`src/rtl/mult_stream.sv`:
```
// ---------------------------------------------------------------------------
// mult_stream
//
// Streaming multiplier with valid/ready on both sides. Each beat carries its
// own signed/unsigned mode and a sideband tag. The pipeline is STAGES deep
// and collapses bubbles, so backpressure only reaches the input once every
// stage holds a beat.
//
//   S1      : registers the two partial products a*b_lo and a*b_hi
//   S2      : combines them into the 2W-bit product
//   S3..SN  : plain delay stages
//
// Parameters
//   W       operand width (even, >= 4)
//   STAGES  pipeline depth = zero-stall latency (>= 2)
//   TAG_W   sideband tag width (>= 1)
//   ACC_W   accumulator width (only with MULT_STREAM_ACC_EN)
//
// Ports
//   clk, rst          clock (rising edge), async active-high reset
//   in_valid/in_ready operand beat handshake
//   in_a, in_b        multiplicand / multiplier
//   in_signed         1 = two's-complement operands, 0 = unsigned
//   in_tag            tag returned alongside the product
//   in_acc_clr        (MULT_STREAM_ACC_EN only) restart accumulation on this beat
//   flush             synchronous clear of every in-flight beat
//   out_valid/out_ready result handshake
//   out_product       product, or the running accumulator when
//                     MULT_STREAM_ACC_EN is defined
//   out_tag           tag of the beat on the output
//   busy              at least one stage holds a valid beat
//
// Build option
//   MULT_STREAM_ACC_EN  adds a running accumulator in the last stage.
// ---------------------------------------------------------------------------
module mult_stream #(
    parameter int W      = 16,
    parameter int STAGES = 3,
    parameter int TAG_W  = 4
`ifdef MULT_STREAM_ACC_EN
    ,
    parameter int ACC_W  = 2*W + 8
`endif
) (
    input  logic             clk,
    input  logic             rst,
    input  logic             in_valid,
    output logic             in_ready,
    input  logic [W-1:0]     in_a,
    input  logic [W-1:0]     in_b,
    input  logic             in_signed,
    input  logic [TAG_W-1:0] in_tag,
`ifdef MULT_STREAM_ACC_EN
    input  logic             in_acc_clr,
`endif
    input  logic             flush,
    output logic             out_valid,
    input  logic             out_ready,
`ifdef MULT_STREAM_ACC_EN
    output logic [ACC_W-1:0] out_product,
`else
    output logic [2*W-1:0]   out_product,
`endif
    output logic [TAG_W-1:0] out_tag,
    output logic             busy
);

    localparam int PW   = 2*W;
    // Signed (W+1)-bit by signed (W/2+1)-bit product needs 3W/2+2 bits.
    localparam int PP_W = W + W/2 + 2;

    // Stage state. Index 0 is S1, index STAGES-1 is SN.
    logic [STAGES-1:0] valid;
    logic [STAGES-1:0] move;
    logic [TAG_W-1:0]  tag  [STAGES];
    // prod[k-1] is the product held by stage k (k >= 1, i.e. S2..SN).
    logic [PW-1:0]     prod [STAGES-1];

    logic signed [PP_W-1:0] s1_plo;
    logic signed [PP_W-1:0] s1_phi;

    logic signed [W:0]      a_ext;
    logic signed [W/2:0]    b_lo_ext;
    logic signed [W/2:0]    b_hi_ext;
    logic signed [PP_W-1:0] plo_next;
    logic signed [PP_W-1:0] phi_next;
    logic [PW-1:0]          s1_sum;

    // Operands are widened by one bit so a single signed multiplier covers
    // both modes: in unsigned mode the extra bit is zero, in signed mode it
    // is the sign. The low half of b is always a magnitude.
    assign a_ext    = {in_signed & in_a[W-1], in_a};
    assign b_lo_ext = {1'b0, in_b[W/2-1:0]};
    assign b_hi_ext = {in_signed & in_b[W-1], in_b[W-1:W/2]};
    assign plo_next = PP_W'(a_ext) * PP_W'(b_lo_ext);
    assign phi_next = PP_W'(a_ext) * PP_W'(b_hi_ext);

    // Recombine the partial products; wrapping at 2W bits gives the correct
    // two's-complement or modular result.
    assign s1_sum = (PW'(s1_phi) << (W/2)) + PW'(s1_plo);

    // A stage passes its content on when the output side will take it:
    // SN moves when the consumer accepts or SN is empty; every earlier stage
    // moves when some stage below it has a hole or the output is draining.
    always_comb begin
        logic room;
        move = '0;
        room = out_ready || !valid[STAGES-1];
        for (int k = STAGES-1; k >= 0; k--) begin
            if (k < STAGES-1) begin
                room = room || !valid[k+1];
            end
            move[k] = room;
        end
    end

    assign in_ready  = !flush && (!valid[0] || move[0]);
    assign out_valid = valid[STAGES-1];
    assign out_tag   = tag[STAGES-1];
    assign busy      = |valid;

`ifdef MULT_STREAM_ACC_EN
    logic [STAGES-1:0] sgn;
    logic [STAGES-1:0] clr;
    logic [ACC_W-1:0]  acc;
    logic [ACC_W-1:0]  prod_ext;
    logic [ACC_W-1:0]  acc_sum;

    // The output shows the accumulator including the beat currently in SN;
    // the stored value only commits when that beat is handed off.
    always_comb begin
        prod_ext = sgn[STAGES-1] ? ACC_W'($signed(prod[STAGES-2]))
                                 : ACC_W'(prod[STAGES-2]);
        acc_sum  = (clr[STAGES-1] ? '0 : acc) + prod_ext;
    end

    assign out_product = acc_sum;

    // Accumulator commit on each output handshake; flush restarts it.
    always_ff @(posedge clk or posedge rst) begin
        if (rst) begin
            acc <= '0;
        end else if (flush) begin
            acc <= '0;
        end else if (valid[STAGES-1] && out_ready) begin
            acc <= acc_sum;
        end
    end

    // Mode and clear bits travel with each beat so SN knows how to extend.
    always_ff @(posedge clk or posedge rst) begin
        if (rst) begin
            sgn <= '0;
            clr <= '0;
        end else begin
            if (in_ready) begin
                sgn[0] <= in_signed;
                clr[0] <= in_acc_clr;
            end
            for (int k = 1; k < STAGES; k++) begin
                if (move[k-1]) begin
                    sgn[k] <= sgn[k-1];
                    clr[k] <= clr[k-1];
                end
            end
        end
    end
`else
    assign out_product = prod[STAGES-2];
`endif

    // Pipeline registers. Each stage loads from the one above whenever that
    // stage moves; a flush then overrides every valid bit while the data
    // registers are left as they are.
    always_ff @(posedge clk or posedge rst) begin
        if (rst) begin
            valid  <= '0;
            s1_plo <= '0;
            s1_phi <= '0;
            for (int k = 0; k < STAGES; k++) begin
                tag[k] <= '0;
            end
            for (int k = 0; k < STAGES-1; k++) begin
                prod[k] <= '0;
            end
        end else begin
            if (in_ready) begin
                valid[0] <= in_valid;
                tag[0]   <= in_tag;
                s1_plo   <= plo_next;
                s1_phi   <= phi_next;
            end
            if (move[0]) begin
                valid[1] <= valid[0];
                tag[1]   <= tag[0];
                prod[0]  <= s1_sum;
            end
            for (int k = 2; k < STAGES; k++) begin
                if (move[k-1]) begin
                    valid[k]  <= valid[k-1];
                    tag[k]    <= tag[k-1];
                    prod[k-1] <= prod[k-2];
                end
            end
            if (flush) begin
                valid <= '0;
            end
        end
    end

endmodule

```
`config.mk`:
```
export PLATFORM = sky130hd
export DESIGN_NAME = mult_stream
export DESIGN_NICKNAME = d
export VERILOG_FILES = /design/src/rtl/mult_stream.sv
export SDC_FILE = /design/constraint.sdc
export NUM_CORES = 1
export LEC_CHECK = 0
export ABC_AREA = 1
export BUFFER_PORTS_ARGS = -buffer_cell sky130_fd_sc_hd__buf_2
export CORE_MARGIN = 3
export CORE_UTILIZATION = 25
export CTS_BUF_LIST = sky130_fd_sc_hd__clkbuf_4 sky130_fd_sc_hd__clkbuf_8
export CTS_CLUSTER_SIZE = 25
export DETAILED_ROUTE_END_ITERATION = 8
export PLACE_DENSITY = 0.43
export SETUP_SLACK_MARGIN = 0.1
export SYNTH_ARGS = -nofsm -noshare
export SYNTH_HDL_FRONTEND = slang
export SYNTH_SLANG_ARGS = --single-unit
```
`constraint.sdc`:
```
create_clock -name clk -period 4.5 [get_ports clk]
set_input_delay 0.9 -clock clk [delete_from_list [all_inputs] [get_ports clk]]
set_output_delay 0.9 -clock clk [all_outputs]
set_load 0.02 [all_outputs]
```
==> summary.txt <==
Status
  – Status: complete, but fails checks
  – Failing checks: setup timing

Setup path
  – Worst r2r path cells: 11
  – Critical Path AT: 5010 ps
  – CP endpoint: s1_phi[19]
  – FF-to-FF End: s1_plo[19]
  – Worst path required time: 4870 ps
  – Worst r2r src: valid[2]
  – Worst Path Max Fanout: 5
  – Reg-to-reg setup timing slack: 2020 ps
  – CP startpoint kind: input port
  – Critical path type: in2reg
  – CP endpoint kind: flip-flop
  – Worst Setup SP: in_b[11]

Yosys
  – Register area share after synthesis: 0.186
  – Top_reg_cell synth: dfrtp_1
  – Dominant cells by area after synthesis: fa_1 26%, dfrtp_1 19%, nand2_1 17%, inv_1 12%, ha_1 8.9%
  – Synth unique cells: 35
  – Avg Inst Size Synth: 7.23 um2
  – Mapped Area: roughly 0.017 mm2
  – Post-synth ARST share: 1.00
  – Cell count after synthesis: 2400
  – Net Count, Synth: 2794
  – Number of synthesized flops with an enable pin: 0
  – Post-synthesis register bit count: 129
  – Yosys warning count: 0
  – Cell taking the most area after synthesis: fa_1
  – Share of the synthesized area in the top cell type: 0.263

GRT
  – Gr usage total: 0.142
  – Vias in the first global route: 15300
  – Largest net degree at the start of global routing: 91
  – Global-route wire length before repair: slightly above 80 mm
  – GRT overflow: 0
  – Initial antenna violation count: 1

Power and ir drop
  – Pwr Density: 741 mW/mm2
  – Maximum VDD drop: around 420 uV
  – Leak: 12.4 nW

Detailed routing
  – Pre-Repair DR Iteration Count: 5
  – Vias/cell: 4.18
  – Initial DRC count: between 700 and 800
  – Routed Antenna Nets: 0
  – Vias: 14800
  – DRC Markers: 0
  – Routed wire per std cell: about 14 um
  – Total routed wirelength: 51.2 mm

Cells and area
  – Layout cells sized above 1: 0.235
  – Fin util: 0.329
  – Non-filler cells, final: 3548
  – Ant. Diodes: 0
  – P&R area growth vs syn: 28.8%
  – Fillers: 7420
  – Multi-input gate area: approximately 0.013 mm2
  – Register area: 0.00323 mm2
  – NumNets Final: roughly 3000

Floorplan
  – Core area: 0.0680 mm2
  – Die area: about 0.073 mm2
  – IO Pins: 81
  – Die X-Extent: 269 um
  – Std-Cell Rows: 95
  – Initial core utilization: 0.255
  – DIE HEIGHT: between 200 and 300 um

STA
  – Fin. max-slew vios: 0
  – Final setup TNS: -1060 ps
  – Final Hold Viols: 0
  – Final setup vio count: 16
  – Clk_skew: 16.9 ps
  – Max Clk Rate: 215 MHz
  – Setup WS post-layout: -148 ps
  – Min Tclk post-route: 4650 ps
  – Tcrit/Tclk final: 1.03
  – RSZ-0062 raised after global routing: true
  – Worst slew margin relative to its limit: 0.425
  – Tightest Pin Transition: 862 ps

Clocking
  – Sink Count: 129
  – Worst-path clk slew: about 80 ps
  – CTS H-tree depth: 4
  – CTS Buf Count: 17
  – CTS root buf: clkbuf_8
  – TritonCTS clock tree: built
  – Clock tree buffer depth: 2
  – Worst-Skew Late Latency: 470 ps

Run
  – Max Cap Violations: 0

Place
  – Port-buffer cells: 80
  – GP Congestion: 0.853
  – Placed cells: ~3500
  – Post-DP HPWL: around 43 mm

Hold path
  – Hold Path Class: reg2reg
Yosys cell counts, types with 30 or more instances:
| library cell | number |
|---|---|
| nor2_1 | 107 |
| dfrtp_1 | 129 |
| a21oi_1 | 58 |
| nand2_1 | 791 |
| nand3_1 | 96 |
| ha_1 | 124 |
| fa_1 | 228 |
| inv_1 | 561 |
| nand4_1 | 30 |
| clkbuf_1 | 67 |
| o21ai_0 | 61 |
| buf_4 | 37 |
worst max-delay path, cell delays in order:
cell and delay [ps]:
buf_8 100, nand2_4 50, inv_2 30, fa_1 560, inv_2 70, fa_1 540
inv_1 50, fa_1 450, fa_1 510, inv_2 40, fa_1 520, inv_2 50
ha_4 330, nand2_4 60, nor2_4 100, nand2_2 80, nand3_2 90, buf_4 120
nand4_1 100, nand2_1 80, nand2_1 40, nand3_1 60, nand2_1 60
final cells by class:
class                   count  share of cell area
clock buffers              17              0.0105
clock inverters            15             0.00817
inverters                 565              0.0959
multi-input cells        1582               0.571
flip-flops and latches    129               0.144
well taps                 921              0.0516
repair buffers            319               0.119
worst min-delay path by stage:
stage	endpoint	cells past startpoint	slack [ps]	from
CTS	out_product[18]	2	470	prod[50]
global placement	out_product[17]	2	460	out_product[17]
global route	out_product[18]	2	500	prod[50]
floorplan	out_product[11]	2	440	prod[43]
finish	out_product[18]	2	470	prod[50]
detailed placement	out_product[18]	2	450	prod[50]
registers in the layout (all words and copies together) (netlist names):
| signal | flops |
|---|---|
| valid | 3 |
| s1_plo | 26 |
| s1_phi | 24 |
| out_tag | 4 |
| tag | 8 |
| out_product | 32 |
| prod | 32 |
layout by cell type, fill, tap and decap left out, types with 12 or more instances in the layout:
master	instances
nor2_2	15
buf_4	197
nor2_4	17
buf_12	16
buf_6	36
inv_1	523
nand4_1	30
nand2_1	724
nand3_1	68
a21oi_2	12
ha_1	84
dfrtp_1	129
nor2_1	77
nand2_4	23
nand2_2	44
nand3_2	21
a21oi_1	40
fa_1	213
fa_2	15
ha_4	39
o21ai_1	23
inv_2	35
o21ai_0	49
nand3b_1	13
buf_2	61
clkbuf_8	17
report_power, final:
part	internal, mW	switching, mW
combinational	6.08	7.46
sequential	1.68	0.283
clock	0.551	0.500
per-stage QoR:
step	instance area, um2	setup WS, ps	total power, mW	hold slack, ps
detailed placement	20400	-790	13.5	453
floorplan	18200	-446	9.45	442
finish	22300	-148	16.6	468
CTS	21300	-98.3	15.2	471
global placement	20400	-787	13.5	458
global route	22300	-281	18.3	495
cell families (layout without fill, tap and decap cells):
| family | after synthesis | count (layout) | synth area share |
|---|---|---|---|
| buf+inv | 689 | 916 | 0.159 |
| fa+ha+maj | 352 | 352 | 0.352 |
| simple gates | 1059 | 1059 | 0.246 |
| flops | 129 | 129 | 0.186 |
| xor+xnor | 20 | 20 | 0.0101 |
| compound gates | 151 | 151 | 0.0463 |
per-layer routing:
metal	share of wire	routed length [um]	global-route usage
met5	0	0	0
met1	0.50	25700	0.204
met4	0.018	932	0.0343
met2	0.45	22800	0.226
met3	0.033	1690	0.0170
timing repair:
item	in CTS	in global routing
setup endpoints to repair	28	35
setup buffers	6	28
endpoints found under the hold margin	0	0
resized for setup	107	204
pin swaps	42	70
hold buffers	0	0
gates cloned	0	3
(Power assumes the default switching activity.)
